<file path="src/rtl/maxpool_pad_writer.sv">
// 2x2/stride-2 max pooling of a channel-major pixel stream, written into a
// zero-padded next-layer feature-map RAM after clearing it once per frame.
module maxpool_pad_writer #(
  parameter int CHANNELS = 32,
  parameter int IN_W     = 28,
  parameter int IN_H     = 28,
  parameter int PAD      = 1,
  localparam int OUT_W   = IN_W / 2 + 2 * PAD,
  localparam int OUT_H   = IN_H / 2 + 2 * PAD,
  localparam int N       = CHANNELS * OUT_H * OUT_W,
  localparam int AW      = $clog2(N)
) (
  input  logic          clk,
  input  logic          rstn,
  input  logic          start,
  output logic          busy,
  output logic          done,
  input  logic [7:0]    in_data,
  input  logic          in_valid,
  output logic          in_ready,
  output logic [7:0]    wr_data,
  output logic          wr_we,
  output logic [AW-1:0] wr_addr,
  output logic          overflow
);

  localparam int CW   = (CHANNELS > 1) ? $clog2(CHANNELS) : 1;
  localparam int RW   = (IN_H > 1) ? $clog2(IN_H) : 1;
  localparam int XW   = (IN_W > 1) ? $clog2(IN_W) : 1;
  localparam int LB_N = IN_W / 2;
  localparam int LBW  = (LB_N > 1) ? $clog2(LB_N) : 1;

  localparam logic [CW-1:0] CH_LAST   = CW'(CHANNELS - 1);
  localparam logic [RW-1:0] ROW_LAST  = RW'(IN_H - 1);
  localparam logic [XW-1:0] COL_LAST  = XW'(IN_W - 1);
  localparam logic [AW-1:0] ADDR_LAST = AW'(N - 1);

  typedef enum logic [1:0] {IDLE, CLEAR, RUN, DONE} state_t;

  state_t          state;
  logic [CW-1:0]   ch;
  logic [RW-1:0]   row;
  logic [XW-1:0]   col;
  logic [7:0]      pair;
  logic [7:0]      lb_q;
  logic [7:0]      linebuf [LB_N];
  logic [7:0]      p;
  logic [7:0]      q;
  logic [LBW-1:0]  lb_idx;
  logic [AW-1:0]   pool_addr;
  logic            accept;
  logic            last_pix;

  assign busy     = (state == CLEAR) || (state == RUN);
  assign in_ready = (state == RUN);
  assign accept   = in_valid && (state == RUN);
  assign lb_idx   = LBW'(col >> 1);
  assign last_pix = (ch == CH_LAST) && (row == ROW_LAST) && (col == COL_LAST);

  assign p = (in_data > pair) ? in_data : pair;
  assign q = (lb_q > p) ? lb_q : p;

  // Computed at 32 bits and narrowed only once the final address is formed.
  assign pool_addr = AW'(32'(ch) * 32'(OUT_H * OUT_W)
                       + (32'(row >> 1) + 32'(PAD)) * 32'(OUT_W)
                       + 32'(col >> 1) + 32'(PAD));

  // The even-column pixel of an odd row prefetches the stored upper-row max,
  // so the odd-column pixel sees it in a register. That slot is only ever
  // written on even rows, so the prefetch cannot be stale.
  always_ff @(posedge clk) begin
    if (accept && !col[0])
      lb_q <= linebuf[lb_idx];
    if (accept && col[0] && !row[0])
      linebuf[lb_idx] <= p;
  end

  always_ff @(posedge clk or negedge rstn) begin
    if (!rstn) begin
      state    <= IDLE;
      done     <= 1'b0;
      overflow <= 1'b0;
      wr_we    <= 1'b0;
      wr_data  <= 8'd0;
      wr_addr  <= '0;
      ch       <= '0;
      row      <= '0;
      col      <= '0;
      pair     <= 8'd0;
    end else begin
      wr_we <= 1'b0;
      if (in_valid && state != RUN)
        overflow <= 1'b1;

      case (state)
        IDLE: begin
          if (start) begin
            state    <= CLEAR;
            overflow <= 1'b0;
            ch       <= '0;
            row      <= '0;
            col      <= '0;
            pair     <= 8'd0;
            wr_we    <= 1'b1;
            wr_data  <= 8'd0;
            wr_addr  <= '0;
          end
        end

        CLEAR: begin
          if (wr_addr == ADDR_LAST) begin
            state <= RUN;
          end else begin
            wr_we   <= 1'b1;
            wr_addr <= wr_addr + AW'(1);
          end
        end

        RUN: begin
          if (accept) begin
            if (!col[0]) begin
              pair <= in_data;
            end else if (row[0]) begin
              wr_we   <= 1'b1;
              wr_data <= q;
              wr_addr <= pool_addr;
            end

            if (col == COL_LAST) begin
              col <= '0;
              if (row == ROW_LAST) begin
                row <= '0;
                ch  <= (ch == CH_LAST) ? '0 : ch + CW'(1);
              end else begin
                row <= row + RW'(1);
              end
            end else begin
              col <= col + XW'(1);
            end

            if (last_pix)
              state <= DONE;
          end
        end

        DONE: begin
          // done rises one cycle after entry, leaving the final pooled write
          // its own cycle before completion is signalled.
          if (start) begin
            state   <= CLEAR;
            done    <= 1'b0;
            ch      <= '0;
            row     <= '0;
            col     <= '0;
            pair    <= 8'd0;
            wr_we   <= 1'b1;
            wr_data <= 8'd0;
            wr_addr <= '0;
          end else begin
            done <= 1'b1;
          end
        end

        default: state <= IDLE;
      endcase
    end
  end

endmodule

</file>
<file path="config.mk">
export PLATFORM = sky130hd
export DESIGN_NAME = maxpool_pad_writer
export DESIGN_NICKNAME = d
export VERILOG_FILES = /design/src/rtl/maxpool_pad_writer.sv
export SDC_FILE = /design/constraint.sdc
export NUM_CORES = 1
export LEC_CHECK = 0
export ABC_AREA = 1
export CORE_MARGIN = 4
export CORE_UTILIZATION = 31
export DETAILED_ROUTE_END_ITERATION = 8
export HOLD_SLACK_MARGIN = 0.12
export SKIP_LAST_GASP = 1
export SLEW_MARGIN = 10
export SYNTH_ARGS = -nofsm -noshare
export SYNTH_HDL_FRONTEND = slang
export SYNTH_SLANG_ARGS = --single-unit
</file>
<file path="constraint.sdc">
create_clock -name clk -period 7.3 [get_ports clk]
set_input_delay 2.19 -clock clk [delete_from_list [all_inputs] [get_ports clk]]
set_output_delay 2.19 -clock clk [all_outputs]
set_load 0.01 [all_outputs]
</file>
======== Word-level counts from Yosys, hierarchy flattened ========
Memory sizes are Yosys's and may differ from the RTL's. A register that Yosys moved wholly into a read port is not among the register bits.
Cells that the tools add are included.
operators by class
  reduce and logical (&&, ||, !) cells .... 20
  add/sub/neg operators ................... 8
  equal/unequal tests ..................... 18
  mux-type cells .......................... 46
  $lt $le $gt $ge ......................... 2
operator list
  cell                                           count
  2-to-1 mux 13 bit                              5
  2-to-1 mux 8 bit                               8
  2-to-1 mux 5 bit                               10
  case mux 13 bit (3 select lines)               1
  case mux 8 bit (2 select lines)                2
  case mux 5 bit (2 select lines)                3
  adder 13 x 1 -> 13 bit, second input constant  2
  greater-than comparator 8 bit                  2
  != test 2 x 1 -> 1 bit, second input constant  8
  adder 5 x 1 -> 5 bit, second input constant    3
  == test 5 bit, second input constant           3
  AND reduction 5 bit                            3
  adder 13 x 4 -> 13 bit                         1
  adder 13 x 9 -> 13 bit                         1
  == test 13 bit, second input constant          1
  AND reduction 4 bit                            3
  2-to-1 mux 1 bit                               11
  2-to-1 mux 2 bit                               4
  logical AND 1 bit                              7
  != test 2 bit, second input constant           3
  case mux 2 bit (3 select lines)                1
  adder 4 x 1 -> 5 bit, second input constant    1
  == test 2 bit, second input constant           2
  case mux 1 bit (3 select lines)                1
  7 further kinds                                8
storage, ports and cells
  bits of input ports ..................... 12
  RAM bits ................................ 112
  output and inout bits ................... 26
  memories ................................ 1
  flip-flop bits (word level) ............. 49
  logic and storage cells ................. 105
memory list
  name     depth  width  read ports  clocked after Yosys merged registers in  wr ports  RTL line  text
  linebuf  14     8      1           1                                        1         46        logic [7:0] linebuf [LB_N];

======== Depth between registers and ports, before layout ========
Gate-level depths: netlist of run 1.
  depth after elaboration ................. 8
  depth in mapped cells ................... 25
  gate-level depth less buffers ........... 24

======== Worst setup path before layout of run 1 ========
OpenSTA, ideal clock, no wires.
  kind .................................... input -> register
  start ................................... in in_data[7]
  end ..................................... reg wr_data[6]
  arrival time ............................ 4.867 ns
  data required time ...................... 7.182 ns
  cell stages on the path ................. 17
  setup slack ............................. 2.315 ns
  cell sequence ........................... ha_1 > nand2_1 > nor2_2 > nand2_1 > nand2_2 > nand2_2 > o21ai_0 > inv_1 > ha_1 > a21oi_1 > nor2_1 > a211oi_1 > nand2_4 > nand2_4 > nand2_1 > nand3_1 > nand2_1
on the way
  cells in the longest elaborated chain, start to end .. 8
RTL lines
  element                          RTL line  text
  from (decl)                      18        input logic [7:0] in_data,
  greater-than comparator 8 bit    60        assign p = (in_data > pair) ? in_data : pair;
  2-to-1 mux 8 bit                 60
  net p[5]                         47        logic [7:0] p;
  greater-than comparator 8 bit    61        assign q = (lb_q > p) ? lb_q : p;
  2-to-1 mux 8 bit                 61
  2-to-1 mux 8 bit                 123       end else if (row[0]) begin
  2-to-1 mux 8 bit                 121       if (!col[0]) begin
  2-to-1 mux 8 bit                 120       if (accept) begin
  case mux 8 bit (2 select lines)  95        case (state)
  to (signal assigned)             125       wr_data <= q;
  to (decl)                        21        output logic [7:0] wr_data,
The timed path passes the listed nets, and every way through them passes these cells. The select of a mux whose other input is x is not followed.
A chain may end at the register's enable or synchronous reset.

======== Worst setup path in the final report of run 1 ========
  start ................................... in in_data[7]
  end ..................................... reg wr_data[7]
Same word-level chain as after synthesis.

==> flow_summary.rst, run 1 <==
.. list-table::
   :header-rows: 1

   * - Metric
     - Value
   * - Grt ovf
     - 0
   * - Syn avg cell area
     - 10.1 um^2
   * - Fraction of synthesized cell area taken by the top area cell type
     - 0.441
   * - # rows
     - 59
   * - Wire length reported by the detailed router
     - 19300 um
   * - First-pass GRT wire length
     - 31100 um
   * - Number of cells on the critical path
     - 19
   * - Final Critical Period
     - 5.00 ns
   * - Total of flip-flops plus latches after synthesis
     - 169
   * - Highest achievable clock rate
     - 0.200 GHz
   * - VDD IR max
     - 0.190 mV
   * - Ordered cell list for the critical path
     - clkdlybuf4s50_1, ha_1, a21o_1, nor2_1, nand2_2, nand2_2, nand2_1, o21ai_0, buf_4, inv_1, ha_1, a21oi_1, nor2_1, a211oi_1, nand2_4, nand2_4, nand2_1, nand3_1, nand2_1
   * - Run status
     - finished, final reports clean
   * - Total CTS buffers
     - 17
   * - Global-route usage over all layers
     - 0.137
   * - Required time at the endpoint of the critical path
     - 7.63 ns
   * - Worst R2R Setup Slack
     - 4.14 ns
   * - Setup-violating endpoint count in the final report
     - 0
   * - TritonCTS Sinks
     - 169
   * - Final period utilization
     - 0.684
   * - Actual slew at the worst max-slew pin
     - 1.22 ns
   * - Dpl cell area
     - 8950 um^2
   * - Buffers inserted during post-CTS setup optimization
     - 0
   * - Critical Path Start
     - in_data[7]
   * - Area of the die
     - 29000 um^2
   * - Max Cap Viol
     - 0
   * - Synthesized netlist net count
     - 850
   * - Number of input and output port buffers inserted
     - 37
   * - Critical path class
     - in2reg
   * - Crit start category
     - input port
   * - Finished Core Util
     - 0.366
   * - Worst Reg-to-Reg Cells
     - 19
   * - Max-slew headroom at the worst pin
     - 0.188
   * - Initial antenna violation count
     - 0
   * - Met2 routed WL
     - 9180 um
   * - Data arrival, critical path
     - 5.32 ns
   * - Area added between synthesis and finish
     - 16.4%
   * - EDFF count, synth
     - 120
   * - Total inserted antenna cells
     - 0
   * - Post-DRT Antenna Nets
     - 0
   * - Initial Utilization
     - 0.315
   * - Drt first-iter violations
     - 513
   * - Buffers and inverters on the worst path
     - 3
   * - Most common cell on crit path
     - sky130_fd_sc_hd__nand2_1
   * - Cell area after synthesis
     - 8180 um^2
   * - Clk slew on worst S/H paths
     - 0.07 ns
   * - Post-route standard cell area excluding fillers
     - 9510 um^2
   * - I/O pins
     - 38
   * - Unique cell type count in the Yosys netlist
     - 48
   * - Syn. warnings
     - 0
   * - Count of H-tree levels built during CTS
     - 4
   * - Number of hold buffers added after CTS
     - 0
   * - Worst setup slack after layout
     - 2.30 ns
   * - Class of the most critical hold timing path
     - reg2reg
   * - Worst clock skew
     - 0.0113 ns
   * - Uppermost metal layer occupied by signal nets
     - met4
   * - Max Buffers Root-to-Sink
     - 2
   * - Vertical extent of the die
     - 170 um
   * - Ys flop type
     - sky130_fd_sc_hd__edfxtp_1
   * - Fraction of the yosys area taken by sequential cells
     - 0.591
   * - Worst hold path cell count
     - 2
   * - Worst hold-check slack
     - 0.485 ns
   * - Sort of element at the end of the critical path
     - flip-flop
   * - Unrepaired setup endpoints after global routing
     - false
   * - Total iterations of the first detailed-routing run
     - 5
   * - Cell count after synthesis
     - 806
   * - Floorplan core area
     - 26000 um^2
   * - Share of cells above drive strength 1
     - 0.104
   * - Final GP Congestion
     - 0.833
   * - Cell type with the highest aggregate area in the netlist
     - sky130_fd_sc_hd__edfxtp_1
   * - Critical register-to-register path endpoint
     - wr_data[7]$_DFFE_PN0P_
   * - PwrDens
     - 380 nW/um^2
   * - Endpoint of the worst setup timing path
     - wr_data[7]$_DFFE_PN0P_
   * - Setup WS pre-CTS
     - 1.88 ns
   * - Overall die width
     - 170 um
   * - Routed length per instance
     - 16.1 um
   * - Skew-Pair Late Insertion Delay
     - 0.43 ns
   * - Top Family by Delay on Critical Path
     - simple AND/OR/NAND/NOR gates
   * - Leakage power
     - 3.62 nW
   * - Number of gates resized after CTS
     - 0
   * - Reg2Reg Launch Point
     - pair[7]$_DFFE_PN0P_
   * - Max-slew violations
     - 0
   * - Synth cell count leaders
     - sky130_fd_sc_hd__edfxtp_1 (120), sky130_fd_sc_hd__nor2_1 (105), sky130_fd_sc_hd__nand2_1 (103)
   * - Number of global-route vias before repair
     - 5837
   * - Detailed-routed wire length on met3
     - 779 um
   * - Clock root buffer master
     - sky130_fd_sc_hd__clkbuf_16
   * - Async set or reset register ratio after synthesis
     - 0.290
   * - Library cell with the highest instance count after synthesis
     - sky130_fd_sc_hd__edfxtp_1
   * - Setup total negative slack
     - 0 ns
   * - Clock tree from TritonCTS
     - done
   * - Crit-path max cell delay
     - 0.45 ns
   * - Met1 wire length
     - 9030 um
   * - Final HPWL from detailed placement
     - 12800 um
   * - Residual DRC count
     - 0
   * - Worst-path fanout max
     - 16
   * - DR vias
     - 5939
   * - Largest net degree at the start of global routing
     - 62
   * - Dominant cells by area after synthesis
     - sky130_fd_sc_hd__edfxtp_1 (44%), sky130_fd_sc_hd__dfrtp_1 (15%), sky130_fd_sc_hd__o21ai_0 (5.2%)
   * - # nets final
     - 895
   * - Master of the slowest instance on the critical path
     - sky130_fd_sc_hd__clkdlybuf4s50_1
   * - Vias per cell
     - 4.95
   * - Final hold violations
     - 0
==> flip-flops by register name, summed over array words and instances, names as in the netlist <==
| name | cells |
|---|---|
| linebuf | 112 |
| wr_addr | 13 |
| lb_q | 8 |
| pair | 8 |
| wr_data | 8 |
| ch | 5 |
| col | 5 |
| row | 5 |
| state | 2 |
| done | 1 |
| overflow | 1 |
| wr_we | 1 |
==> where the power goes <==
group | internal (mW) | leakage, nW | switching [mW]
Clock | 0.476 | 0.271 | 0.390
Sequential | 1.24 | 1.73 | 0.0836
Combinational | 0.449 | 1.62 | 0.977
Total | 2.16 | 3.62 | 1.45
==> worst min-delay path by stage <==
stage | endpoint | start | slack [ns]
2_1_floorplan | state[1]$_DFFE_PN0P_ | state[1]$_DFFE_PN0P_ | 0.50
3_3_place_gp | wr_data[1]$_DFFE_PN0P_ | wr_data[1]$_DFFE_PN0P_ | 0.47
3_5_place_dp | wr_data[2]$_DFFE_PN0P_ | wr_data[2]$_DFFE_PN0P_ | 0.47
4_1_cts | wr_data[2]$_DFFE_PN0P_ | wr_data[2]$_DFFE_PN0P_ | 0.49
5_1_grt | wr_data[0]$_DFFE_PN0P_ | wr_data[0]$_DFFE_PN0P_ | 0.53
6_report | wr_data[2]$_DFFE_PN0P_ | wr_data[2]$_DFFE_PN0P_ | 0.48
==> worst min-delay path, cell delays in order (launching register included) <==
cell                      delay, ns
sky130_fd_sc_hd__dfrtp_1       0.35
sky130_fd_sc_hd__nand2_1       0.05
sky130_fd_sc_hd__nand2_1       0.05
==> cells in the final DEF, fill, tap and decap left out, types with 7 or more instances in the layout <==
| cell | count |
|---|---|
| sky130_fd_sc_hd__nor3_1 | 16 |
| sky130_fd_sc_hd__nor2_2 | 9 |
| sky130_fd_sc_hd__ha_1 | 32 |
| sky130_fd_sc_hd__buf_4 | 14 |
| sky130_fd_sc_hd__nand3_1 | 40 |
| sky130_fd_sc_hd__nor2_1 | 105 |
| sky130_fd_sc_hd__dfrtp_1 | 49 |
| sky130_fd_sc_hd__clkbuf_16 | 17 |
| sky130_fd_sc_hd__nand2_1 | 103 |
| sky130_fd_sc_hd__o21ai_1 | 9 |
| sky130_fd_sc_hd__o221ai_1 | 7 |
| sky130_fd_sc_hd__o22ai_1 | 24 |
| sky130_fd_sc_hd__nand2_2 | 10 |
| sky130_fd_sc_hd__inv_2 | 7 |
| sky130_fd_sc_hd__edfxtp_1 | 120 |
| sky130_fd_sc_hd__o21ai_0 | 84 |
| sky130_fd_sc_hd__inv_1 | 81 |
| sky130_fd_sc_hd__clkdlybuf4s50_1 | 36 |
| sky130_fd_sc_hd__a21oi_1 | 26 |
==> area by class of cell <==
type / count / area, um^2
fillers: 2628 / 16500
flip-flops and latches: 169 / 4830
multi-input cells: 522 / 2890
repair buffers: 51 / 470
clock buffers: 17 / 425
well taps: 335 / 419
inverters: 90 / 339
clock inverters: 15 / 140
==> kinds of logic after synthesis <==
kind of cell	after synthesis	synth area share
AO/OA/AOI/OAI	185	0.137
flip-flops	169	0.591
XOR/XNOR	3	0.00321
buffers and inverters	115	0.0559
AND/OR/NAND/NOR	302	0.165
adder cells (fa/ha/maj)	32	0.0490
==> metal layers <==
| layer | track usage | up-vias |
|---|---|---|
| met1 | 0.187 | 2859 |
| li1 | - | 2925 |
| met2 | 0.221 | 129 |
| met5 | 0 | - |
| met3 | 0.0246 | 26 |
| met4 | 0.0427 | 0 |
==> stage by stage <==
step           power [mW]  std cells
2_1_floorplan        2.27        806
4_1_cts              3.65       1199
6_report             3.61       1199
3_5_place_dp         2.78       1167
3_3_place_gp         2.75       1167
5_1_grt              3.88       1199
(Power assumes the default switching activity.)
==> run 2: changes to the inputs <==
==> constraint.sdc (replaced) <==
create_clock -name clk -period 4.95 [get_ports clk]
set_input_delay 1.485 -clock clk [delete_from_list [all_inputs] [get_ports clk]]
set_output_delay 1.485 -clock clk [all_outputs]
set_load 0.01 [all_outputs]
==> run 2 against run 1 <==
  * Global-route usage is 0.40 points higher
  * Critical path type unchanged
  * Largest power group unchanged
  * Critical endpoint is now wr_data[5]$_DFFE_PN0P_
  * Cell count is 0.42% higher
  * Critical path depth shrank 1
  * Largest cell class unchanged
==> flow_summary.rst, run 2 (synthesis gave the netlist of run 1 again) <==
.. list-table::
   :header-rows: 1

   * - Metric
     - Value
   * - Reg2Reg Launch Point
     - pair[5]$_DFFE_PN0P_
   * - Number of hold buffers added after CTS
     - 0
   * - Number of gates resized after CTS
     - 0
   * - Placed cell count
     - 1172
   * - VDD IR max
     - 0.246 mV
   * - Setup WS pre-CTS
     - 0.316 ns
   * - Clock tree from TritonCTS
     - done
   * - Switching share of power
     - 0.400
   * - Proportion of power drawn by the clock network
     - 0.220
   * - Count of H-tree levels built during CTS
     - 4
   * - # nets final
     - 900
   * - Area added between synthesis and finish
     - 16.0%
   * - Initial antenna violation count
     - 0
   * - Final hold violations
     - 0
   * - Dpl cell area
     - 8990 um^2
   * - Unrepaired setup endpoints after global routing
     - false
   * - Commonest cells after routing, fill and taps aside
     - sky130_fd_sc_hd__edfxtp_1 (120), sky130_fd_sc_hd__nor2_1 (105), sky130_fd_sc_hd__nand2_1 (103)
   * - Final period utilization
     - 0.849
   * - Leakage power
     - 3.61 nW
   * - Total CTS buffers
     - 17
   * - Most frequent standard cell in the layout excluding fill and tap cells
     - sky130_fd_sc_hd__edfxtp_1
   * - Max FFs per register
     - 112
   * - # rows
     - 59
   * - Largest net degree at the start of global routing
     - 59
   * - Max Cap Viol
     - 0
   * - Class of the most critical hold timing path
     - reg2reg
   * - Initial Utilization
     - 0.315
   * - Floorplan core area
     - 26000 um^2
   * - Max-slew violations
     - 0
   * - Total iterations of the first detailed-routing run
     - 5
   * - Clock root buffer master
     - sky130_fd_sc_hd__clkbuf_16
   * - Clk slew on worst S/H paths
     - 0.06 ns
   * - Final cell count without fillers
     - 1204
   * - Register with the most flip-flops
     - linebuf
   * - Worst hold path cell count
     - 2
   * - Run status
     - finished, final reports clean
   * - Net Switching
     - 2.10 mW
   * - Crit start category
     - input port
   * - Max-slew headroom at the worst pin
     - 0.401
   * - Largest registers ranked by flip-flop count
     - linebuf (112), wr_addr (13)
   * - Buffers inserted during post-CTS setup optimization
     - 0
   * - Worst-path fanout max
     - 16
   * - Wire length reported by the detailed router
     - 19700 um
   * - PwrDens
     - 554 nW/um^2
   * - DR vias
     - 6039
   * - Combinational cell fraction of total power
     - 0.407
   * - Worst Reg-to-Reg Cells
     - 18
   * - Vertical extent of the die
     - 170 um
   * - Actual slew at the worst max-slew pin
     - 0.895 ns
   * - Critical path class
     - in2reg
   * - Final Critical Period
     - 4.20 ns
   * - Number of global-route vias before repair
     - 5993
   * - Post-DRT Antenna Nets
     - 0
   * - Residual DRC count
     - 0
   * - Sequential cell fraction of total power
     - 0.372
   * - Final HPWL from detailed placement
     - 13400 um
   * - Number of input and output port buffers inserted
     - 37
   * - Grt ovf
     - 0
   * - Post-route standard cell area excluding fillers
     - 9490 um^2
   * - Skew-Pair Late Insertion Delay
     - 0.42 ns
   * - Setup-violating endpoint count in the final report
     - 0
   * - Final GP Congestion
     - 0.843
   * - Total inserted antenna cells
     - 0
   * - Vias per cell
     - 5.02
   * - Sort of element at the end of the critical path
     - flip-flop
   * - Worst clock skew
     - 0.00684 ns
   * - Global-route usage over all layers
     - 0.141
   * - Design internal power
     - 3.16 mW
   * - Worst hold-check slack
     - 0.489 ns
   * - I/O pins
     - 38
   * - TritonCTS Sinks
     - 169
   * - Critical Path Start
     - in_data[7]
   * - Origin of the worst min-delay path
     - wr_data[1]$_DFFE_PN0P_
   * - Share of cells above drive strength 1
     - 0.102
   * - Worst setup slack after layout
     - 0.747 ns
   * - Data arrival, critical path
     - 4.52 ns
   * - Setup total negative slack
     - 0 ns
   * - Overall die width
     - 170 um
   * - Area of the die
     - 29000 um^2
   * - First-pass GRT wire length
     - 32000 um
   * - Required time at the endpoint of the critical path
     - 5.27 ns
   * - Routed length per instance
     - 16.4 um
   * - Highest achievable clock rate
     - 0.238 GHz
   * - Drt first-iter violations
     - 468
   * - Max Buffers Root-to-Sink
     - 2
run 2: cell count changes in the layout (fill, tap and decap cells not counted), moves of 2 or more:
cell                       before  now
sky130_fd_sc_hd__clkinv_4       3    1
sky130_fd_sc_hd__clkinv_2       2    6
sky130_fd_sc_hd__buf_4         14   19
sky130_fd_sc_hd__clkbuf_1       0    5
sky130_fd_sc_hd__inv_6          5    0
run 2: final timing paths:
path	endpoint	slack, ns
worst max-delay path	wr_data[5]$_DFFE_PN0P_	0.75
worst min-delay path	wr_data[1]$_DFFE_PN0P_	0.49
worst max register to register	wr_data[5]$_DFFE_PN0P_	1.90
worst min register to register	wr_data[1]$_DFFE_PN0P_	0.49
max in group asynchronous	pair[2]$_DFFE_PN0P_	3.07
min in group asynchronous	wr_addr[9]$_DFFE_PN0P_	1.06
run 2: layout make-up:
cell class | instances | area [um^2]
multi-input combinational | 522 | 2890
timing repair buffer | 56 | 508
clock inverter | 10 | 56.3
clock buffer | 22 | 444
sequential | 169 | 4830
inverter | 90 | 339
tap | 335 | 419
fill | 2620 | 16500
run 2: power by group through the flow:
stage	Clock, mW	Sequential [mW]	Combinational, mW
3_3_place_gp	0	1.98	2.13
4_1_cts	1.18	1.96	2.16
6_report	1.16	1.96	2.14
3_5_place_dp	0	1.99	2.15
2_1_floorplan	0	1.99	1.36
5_1_grt	1.24	1.98	2.42
run 2: metal layers:
metal / part of all wire / up-vias / wire (um) / GRT usage
met5: 0 / - / 0 / 0
met3: 0.044 / 23 / 868 / 0.0262
li1: - / 2938 / - / -
met2: 0.48 / 130 / 9530 / 0.235
met4: 0.013 / 0 / 249 / 0.0354
met1: 0.46 / 2948 / 9050 / 0.189
run 2: per-stage QoR:
stage / utilization / total power [mW]
after floorplan: - / 3.35
after global placement: 0.346 / 4.11
after detailed placement: 0.346 / 4.14
after CTS: 0.365 / 5.30
after global routing: 0.365 / 5.64
final: 0.365 / 5.26
run 2: critical path: stages:
cell	delay (ns)
sky130_fd_sc_hd__clkdlybuf4s50_1	0.45
sky130_fd_sc_hd__ha_1	0.32
sky130_fd_sc_hd__nand2_1	0.07
sky130_fd_sc_hd__nor2_2	0.17
sky130_fd_sc_hd__nand2_1	0.08
sky130_fd_sc_hd__nand2_2	0.08
sky130_fd_sc_hd__nand2_2	0.16
sky130_fd_sc_hd__o21ai_0	0.28
sky130_fd_sc_hd__inv_1	0.11
sky130_fd_sc_hd__ha_1	0.30
sky130_fd_sc_hd__a21oi_1	0.14
sky130_fd_sc_hd__nor2_1	0.05
sky130_fd_sc_hd__a211oi_1	0.35
sky130_fd_sc_hd__nand2_4	0.15
sky130_fd_sc_hd__nand2_4	0.13
sky130_fd_sc_hd__nand2_1	0.06
sky130_fd_sc_hd__nand3_1	0.07
sky130_fd_sc_hd__nand2_1	0.05
==> run 3: changes to the inputs <==
==> constraint.sdc (replaced) <==
create_clock -name clk -period 4.38 [get_ports clk]
set_input_delay 1.314 -clock clk [delete_from_list [all_inputs] [get_ports clk]]
set_output_delay 1.314 -clock clk [all_outputs]
set_load 0.01 [all_outputs]
==> run 3 against run 2 <==
  * Sequential cell count stayed put
  * Sequential power is 14% higher
  * Critical endpoint unchanged
  * Highest routed layer unchanged
  * Die area stayed put
  * Setup slack worse by 0.28 ns
  * Hold slack worse by 0.0092 ns
  * Cell count is 0.75% higher
==> flow_summary.rst, run 3 (synthesis gave the netlist of run 1 again) <==
.. list-table::
   :header-rows: 1

   * - Metric
     - Value
   * - Number of hold buffers added after CTS
     - 0
   * - Most frequent standard cell in the layout excluding fill and tap cells
     - sky130_fd_sc_hd__edfxtp_1
   * - Final GP Congestion
     - 0.828
   * - DR vias
     - 6067
   * - Count of H-tree levels built during CTS
     - 4
   * - Routed length per instance
     - 16.2 um
   * - Share of cells above drive strength 1
     - 0.112
   * - Data arrival, critical path
     - 4.23 ns
   * - Met1 wire length
     - 8950 um
   * - Number of gates resized after CTS
     - 0
   * - Worst-path fanout max
     - 16
   * - Actual slew at the worst max-slew pin
     - 0.793 ns
   * - Ordered cell list for the critical path
     - clkdlybuf4s50_1, ha_1, a21oi_1, nor2_1, nor2_1, nand2_2, nand2_2, nand2_1, o21ai_0, inv_1, ha_1, a21oi_1, nor2_1, a211oi_1, nand2_4, nand2_4, nand2_1, nand3_1, nand2_1
   * - Vertical extent of the die
     - 170 um
   * - Final HPWL from detailed placement
     - 13400 um
   * - Commonest cells after routing, fill and taps aside
     - sky130_fd_sc_hd__edfxtp_1 (120), sky130_fd_sc_hd__nor2_1 (105), sky130_fd_sc_hd__nand2_1 (103)
   * - Multi-input logic area
     - 2890 um^2
   * - Worst clock skew
     - 0.00957 ns
   * - Overall power after layout
     - 6.26 mW
   * - Critical path class
     - in2reg
   * - Total inserted antenna cells
     - 0
   * - Grt ovf
     - 0
   * - Residual DRC count
     - 0
   * - Detailed-routed wire length on met3
     - 936 um
   * - Largest registers ranked by flip-flop count
     - linebuf (112), wr_addr (13)
   * - # rows
     - 59
   * - VDD IR max
     - 0.306 mV
   * - Drt first-iter violations
     - 614
   * - Required time at the endpoint of the critical path
     - 4.70 ns
   * - Largest net degree at the start of global routing
     - 59
   * - Setup total negative slack
     - 0 ns
   * - Max-slew violations
     - 0
   * - Area taken by flip-flops and latches
     - 4830 um^2
   * - Post-DRT Antenna Nets
     - 0
   * - Buffers and inverters on the worst path
     - 2
   * - Highest achievable clock rate
     - 0.256 GHz
   * - Final period utilization
     - 0.893
   * - Final hold violations
     - 0
   * - Overall die width
     - 170 um
   * - Run status
     - finished, final reports clean
   * - Wire length reported by the detailed router
     - 19600 um
   * - Leakage power
     - 3.72 nW
   * - Unrepaired setup endpoints after global routing
     - false
   * - Reg2Reg Launch Point
     - pair[2]$_DFFE_PN0P_
   * - Max Buffers Root-to-Sink
     - 2
   * - Floorplan core area
     - 26000 um^2
   * - Top Family by Delay on Critical Path
     - simple AND/OR/NAND/NOR gates
   * - I/O pins
     - 38
   * - Number of global-route vias before repair
     - 5910
   * - Met2 routed WL
     - 9370 um
   * - Clock root buffer master
     - sky130_fd_sc_hd__clkbuf_16
   * - Crit start category
     - input port
   * - Fill count
     - 2581
   * - Class of the most critical hold timing path
     - reg2reg
   * - Vias per cell
     - 5.00
   * - Initial Utilization
     - 0.315
   * - Skew-Pair Late Insertion Delay
     - 0.42 ns
   * - Max FFs per register
     - 112
   * - Area of the die
     - 29000 um^2
   * - Setup-violating endpoint count in the final report
     - 0
   * - Number of input and output port buffers inserted
     - 37
   * - # nets final
     - 909
   * - Buffers inserted during post-CTS setup optimization
     - 0
   * - Initial antenna violation count
     - 0
   * - Final Critical Period
     - 3.91 ns
   * - TritonCTS Sinks
     - 169
   * - Clock tree from TritonCTS
     - done
   * - Master of the slowest instance on the critical path
     - sky130_fd_sc_hd__clkdlybuf4s50_1
   * - Total iterations of the first detailed-routing run
     - 5
   * - Max-slew headroom at the worst pin
     - 0.471
   * - Origin of the worst min-delay path
     - wr_data[6]$_DFFE_PN0P_
   * - Total CTS buffers
     - 17
   * - Uppermost metal layer occupied by signal nets
     - met4
   * - Register with the most flip-flops
     - linebuf
   * - Critical Path Start
     - in_data[5]
   * - Max Cap Viol
     - 0
   * - Sort of element at the end of the critical path
     - flip-flop
   * - Global-route usage over all layers
     - 0.138
   * - PwrDens
     - 647 nW/um^2
   * - Clk slew on worst S/H paths
     - 0.06 ns
   * - Crit-path max cell delay
     - 0.46 ns
   * - First-pass GRT wire length
     - 31100 um
   * - Area added between synthesis and finish
     - 18.3%
[run 3: cell types whose count changed in the layout (fill, tap and decap cells not counted)]
cell,before,now
sky130_fd_sc_hd__clkinvlp_4,2,1
sky130_fd_sc_hd__clkinv_2,6,3
sky130_fd_sc_hd__bufinv_16,0,5
sky130_fd_sc_hd__buf_4,19,28
sky130_fd_sc_hd__clkinv_4,1,0
[run 3: worst paths after layout]
path                                           to  cells past startpoint  slack (ns)
max                        wr_data[5]$_DFFE_PN0P_                     19        0.47
min                        wr_data[6]$_DFFE_PN0P_                      2        0.48
max reg2reg                wr_data[5]$_DFFE_PN0P_                     20        1.41
min reg2reg                wr_data[6]$_DFFE_PN0P_                      2        0.48
max in group asynchronous     pair[5]$_DFFE_PN0P_                      2        2.68
min in group asynchronous       ch[2]$_DFFE_PN0P_                      1        0.95
[run 3: area by class of cell]
type,instances,share of cell area
repair buffers,65,0.0595
flip-flops and latches,169,0.499
well taps,335,0.0433
clock inverters,10,0.0181
clock buffers,22,0.0459
inverters,90,0.0351
multi-input cells,522,0.299
[run 3: per-stage QoR]
stage / area [um^2] / util / hold WS [ns] / setup WS (ns) / cells
final: 9670 / 0.372 / 0.480 / 0.470 / 1213
after global routing: 9670 / 0.372 / 0.505 / 0.123 / 1213
after CTS: 9670 / 0.372 / 0.483 / 0.469 / 1213
after detailed placement: 9050 / 0.348 / 0.465 / 0.0249 / 1181
after global placement: 9050 / 0.348 / 0.472 / 0.0808 / 1181
after floorplan: 8180 / - / 0.503 / 0.271 / 806
[run 3: per-layer routing]
metal,GRT usage,vias up
met3,0.0288,29
li1,-,2952
met1,0.187,2932
met2,0.222,154
met4,0.0455,0
met5,0,-
[run 3: where the power goes]
part / leakage [nW] / switching, mW / internal, mW / total [mW]
combinational: 1.69 / 1.64 / 0.797 / 2.43
sequential: 1.73 / 0.160 / 2.07 / 2.23
clock: 0.297 / 0.596 / 1.01 / 1.60
[run 3: worst reg2reg max path: cells and delay by family (launching register included)]
family	cells	cell delay [ns]
fa+ha+maj	2	0.58
flops	1	0.37
simple gates	12	0.97
compound gates	3	0.69
buf+inv	3	0.26
==> variant (config.mk and constraints of run 2) <==
Encoding of `state_t`: now one-hot (4 bits for 4 states).
--- a/src/rtl/maxpool_pad_writer.sv
+++ b/src/rtl/maxpool_pad_writer.sv
@@ -36,5 +36,5 @@
   localparam logic [AW-1:0] ADDR_LAST = AW'(N - 1);
 
-  typedef enum logic [1:0] {IDLE, CLEAR, RUN, DONE} state_t;
+  typedef enum logic [3:0] {IDLE = 4'b0001, CLEAR = 4'b0010, RUN = 4'b0100, DONE = 4'b1000} state_t;
 
   state_t          state;
Formal check against the unedited RTL: same outputs for any inputs over 10 cycles, from zero or initial values and one cycle with rstn low; not proved beyond that.
==> variant against run 2 <==
- sequential cell count up 2
- clock power up 13%
- sequential share of layout area up 0.41 points
- final cell count up 0.25%
- final area up 0.25%
- maximum frequency up 1.3%
- highest routed layer unchanged
- clock skew up 0.0081 ns
- count of clock-buffer cells in the layout down 4
- power up 2.5%
- setup slack better by 0.054 ns
- area after synthesis down 0.24%
- routed wire length down 2.5%
- critical path type unchanged
- core utilization up 0.091 points
- via count down 1.9%
==> variant: results (changes against run 2) <==
GLOBAL ROUTING
----------------------------------------------------------------------------------
Largest net degree at the start of global routing ...................           61   was 59
First-pass GRT wire length ..........................................      31.3 mm   was 32.0 mm
Number of global-route vias before repair ...........................         5820   was 5993
Global-route usage over all layers ..................................        0.138   was 0.141

MIN PATH
----------------------------------------------------------------------------------
Path class of the lowest-slack min-delay path .......................   reg -> reg   unchanged
Start point of the worst min-delay path .............................   wr_data[1]   unchanged

DETAILED ROUTING
----------------------------------------------------------------------------------
Post-Route WL .......................................................      19.2 mm   was 19.7 mm
Met2 routed wirelength ..............................................      9.25 mm   was 9.53 mm
# DRC ...............................................................            0   unchanged
Routed via count ....................................................         5923   was 6039
Initial detailed-routing violation count ............................          369   was 468
Detailed-routed wire length on met3 .................................       629 µm   was 868 µm
First-pass iteration count of the detailed router ...................            4   was 5
Post-route met1 wirelength ..........................................      9.06 mm   was 9.05 mm

LOGIC SYNTHESIS
----------------------------------------------------------------------------------
Top cell types by occurrence after synthesis ........................ 130 x nand2_1, 120 x edfxtp_1, 117 x nor2_1   was 120 x edfxtp_1, 105 x nor2_1, 103 x nand2_1
Syn Nets ............................................................          853   was 850
Share of synthesized flip-flops with an asynchronous set or reset ...        0.298   was 0.290
Largest cells by area after synthesis ............................... edfxtp_1 44%, dfrtp_1 15%, nand2_1 6.0%, nor2_1 5.4%, o21ai_0 5.0%   was edfxtp_1 44%, dfrtp_1 15%, o21ai_0 5.2%, ha_1 4.9%, nor2_1 4.8%
Proportion of synthesized chip area in sequential cells .............        0.598   was 0.591
Count of cell types in the netlist ..................................           49   was 48
Number of enable-type register cells in the synthesized netlist .....          120   unchanged

LAYOUT
----------------------------------------------------------------------------------
Filler cell count ...................................................         2596   was 2620
# diodes ............................................................            0   unchanged
Final net count .....................................................          898   was 900
Share of final-layout standard cells stronger than drive strength 1 .       0.0894   was 0.102

PWR
----------------------------------------------------------------------------------
Largest voltage drop on the vdd net .................................       250 µV   was 246 µV
Total leakage power .................................................      3.69 nW   was 3.61 nW
Internal portion of total power .....................................    0.00328 W   was 0.00316 W

STA
----------------------------------------------------------------------------------
Worst setup skew after layout .......................................    0.0149 ns   was 0.00684 ns
Share of the cycle needed by the critical path after routing ........        0.838   was 0.849
Hold slack final ....................................................     0.489 ns   about the same
Transition at the pin with the smallest max-transition slack ........      1.06 ns   was 0.895 ns

SETUP PATH
----------------------------------------------------------------------------------
Worst r2r src .......................................................      pair[7]   was pair[5]
Capture instance of the worst register-to-register path .............   wr_data[0]   was wr_data[5]
Number of cells on the worst reg-to-reg path ........................           20   was 18
R2r setup slk .......................................................      1.93 ns   was 1.90 ns

PLACED DESIGN
----------------------------------------------------------------------------------
Routability Congestion ..............................................        0.822   was 0.843
Post-DP HPWL ........................................................      13.0 mm   was 13.4 mm
Pre-CTS worst setup slack ...........................................     0.361 ns   was 0.316 ns

CLOCK TREE
----------------------------------------------------------------------------------
Number of buffers inserted by post-CTS setup repair .................            0   unchanged
Buffer levels on the longest clock path .............................            2   unchanged
Post-cts gate resize count ..........................................            0   unchanged

RUN STATUS
----------------------------------------------------------------------------------
Result of the run ................................................... finished, final reports clean   unchanged

-- variant: area by class of cell --
class | instances | area [µm²] | share of cell area
Clock buffer | 18 | 429 | 0.0451
Clock inverter | 14 | 149 | 0.0157
Inverter | 85 | 322 | 0.0338
Multi-Input combinational cell | 533 | 2840 | 0.299
Sequential cell | 171 | 4880 | 0.513
Tap cell | 335 | 419 | 0.0441
Timing Repair Buffer | 51 | 470 | 0.0495
-- variant: cells by family after synthesis --
logic type,after synthesis,synth area share
XOR/XNOR,7,0.00752
buffers and inverters,110,0.0534
flip-flops,171,0.598
AND/OR/NAND/NOR,332,0.179
adder cells (fa/ha/maj),27,0.0414
AO/OA/AOI/OAI,167,0.120
-- variant: how the worst max path moves through the flow --
stage	from	end
after global routing	in_data[7]	wr_data[4]
after global placement	in_data[7]	wr_data[1]
after detailed placement	in_data[1]	wr_data[1]
final	in_data[7]	wr_data[0]
after floorplan	in_data[7]	wr_data[4]
after CTS	in_data[1]	wr_data[1]
-- variant: power groups by stage --
stage | logic [W] | registers [W] | clock network [W]
2_1_floorplan | 0.00134 | 0.00204 | 0
3_3_place_gp | 0.00204 | 0.00205 | 0
3_5_place_dp | 0.00207 | 0.00205 | 0
4_1_cts | 0.00207 | 0.00202 | 0.00133
5_1_grt | 0.00233 | 0.00205 | 0.00141
6_report | 0.00205 | 0.00202 | 0.00131
-- variant: metal layers --
layer | up-vias | global-route usage
met1 | 2893 | 0.187
met2 | 86 | 0.221
li1 | 2918 | -
met5 | - | 0
met3 | 26 | 0.0325
met4 | 0 | 0.0431
-- variant: per-stage QoR --
stage / instance area, µm² / instances
6_report: 9510 / 1207
3_3_place_gp: 8930 / 1175
4_1_cts: 9510 / 1207
2_1_floorplan: 8160 / 814
3_5_place_dp: 8930 / 1175
5_1_grt: 9510 / 1207
-- variant: tightest hold or removal path, stage by stage, from the launching register on --
cell and delay, ns:
dfrtp_1 0.35, nand2_1 0.06, nand2_1 0.05
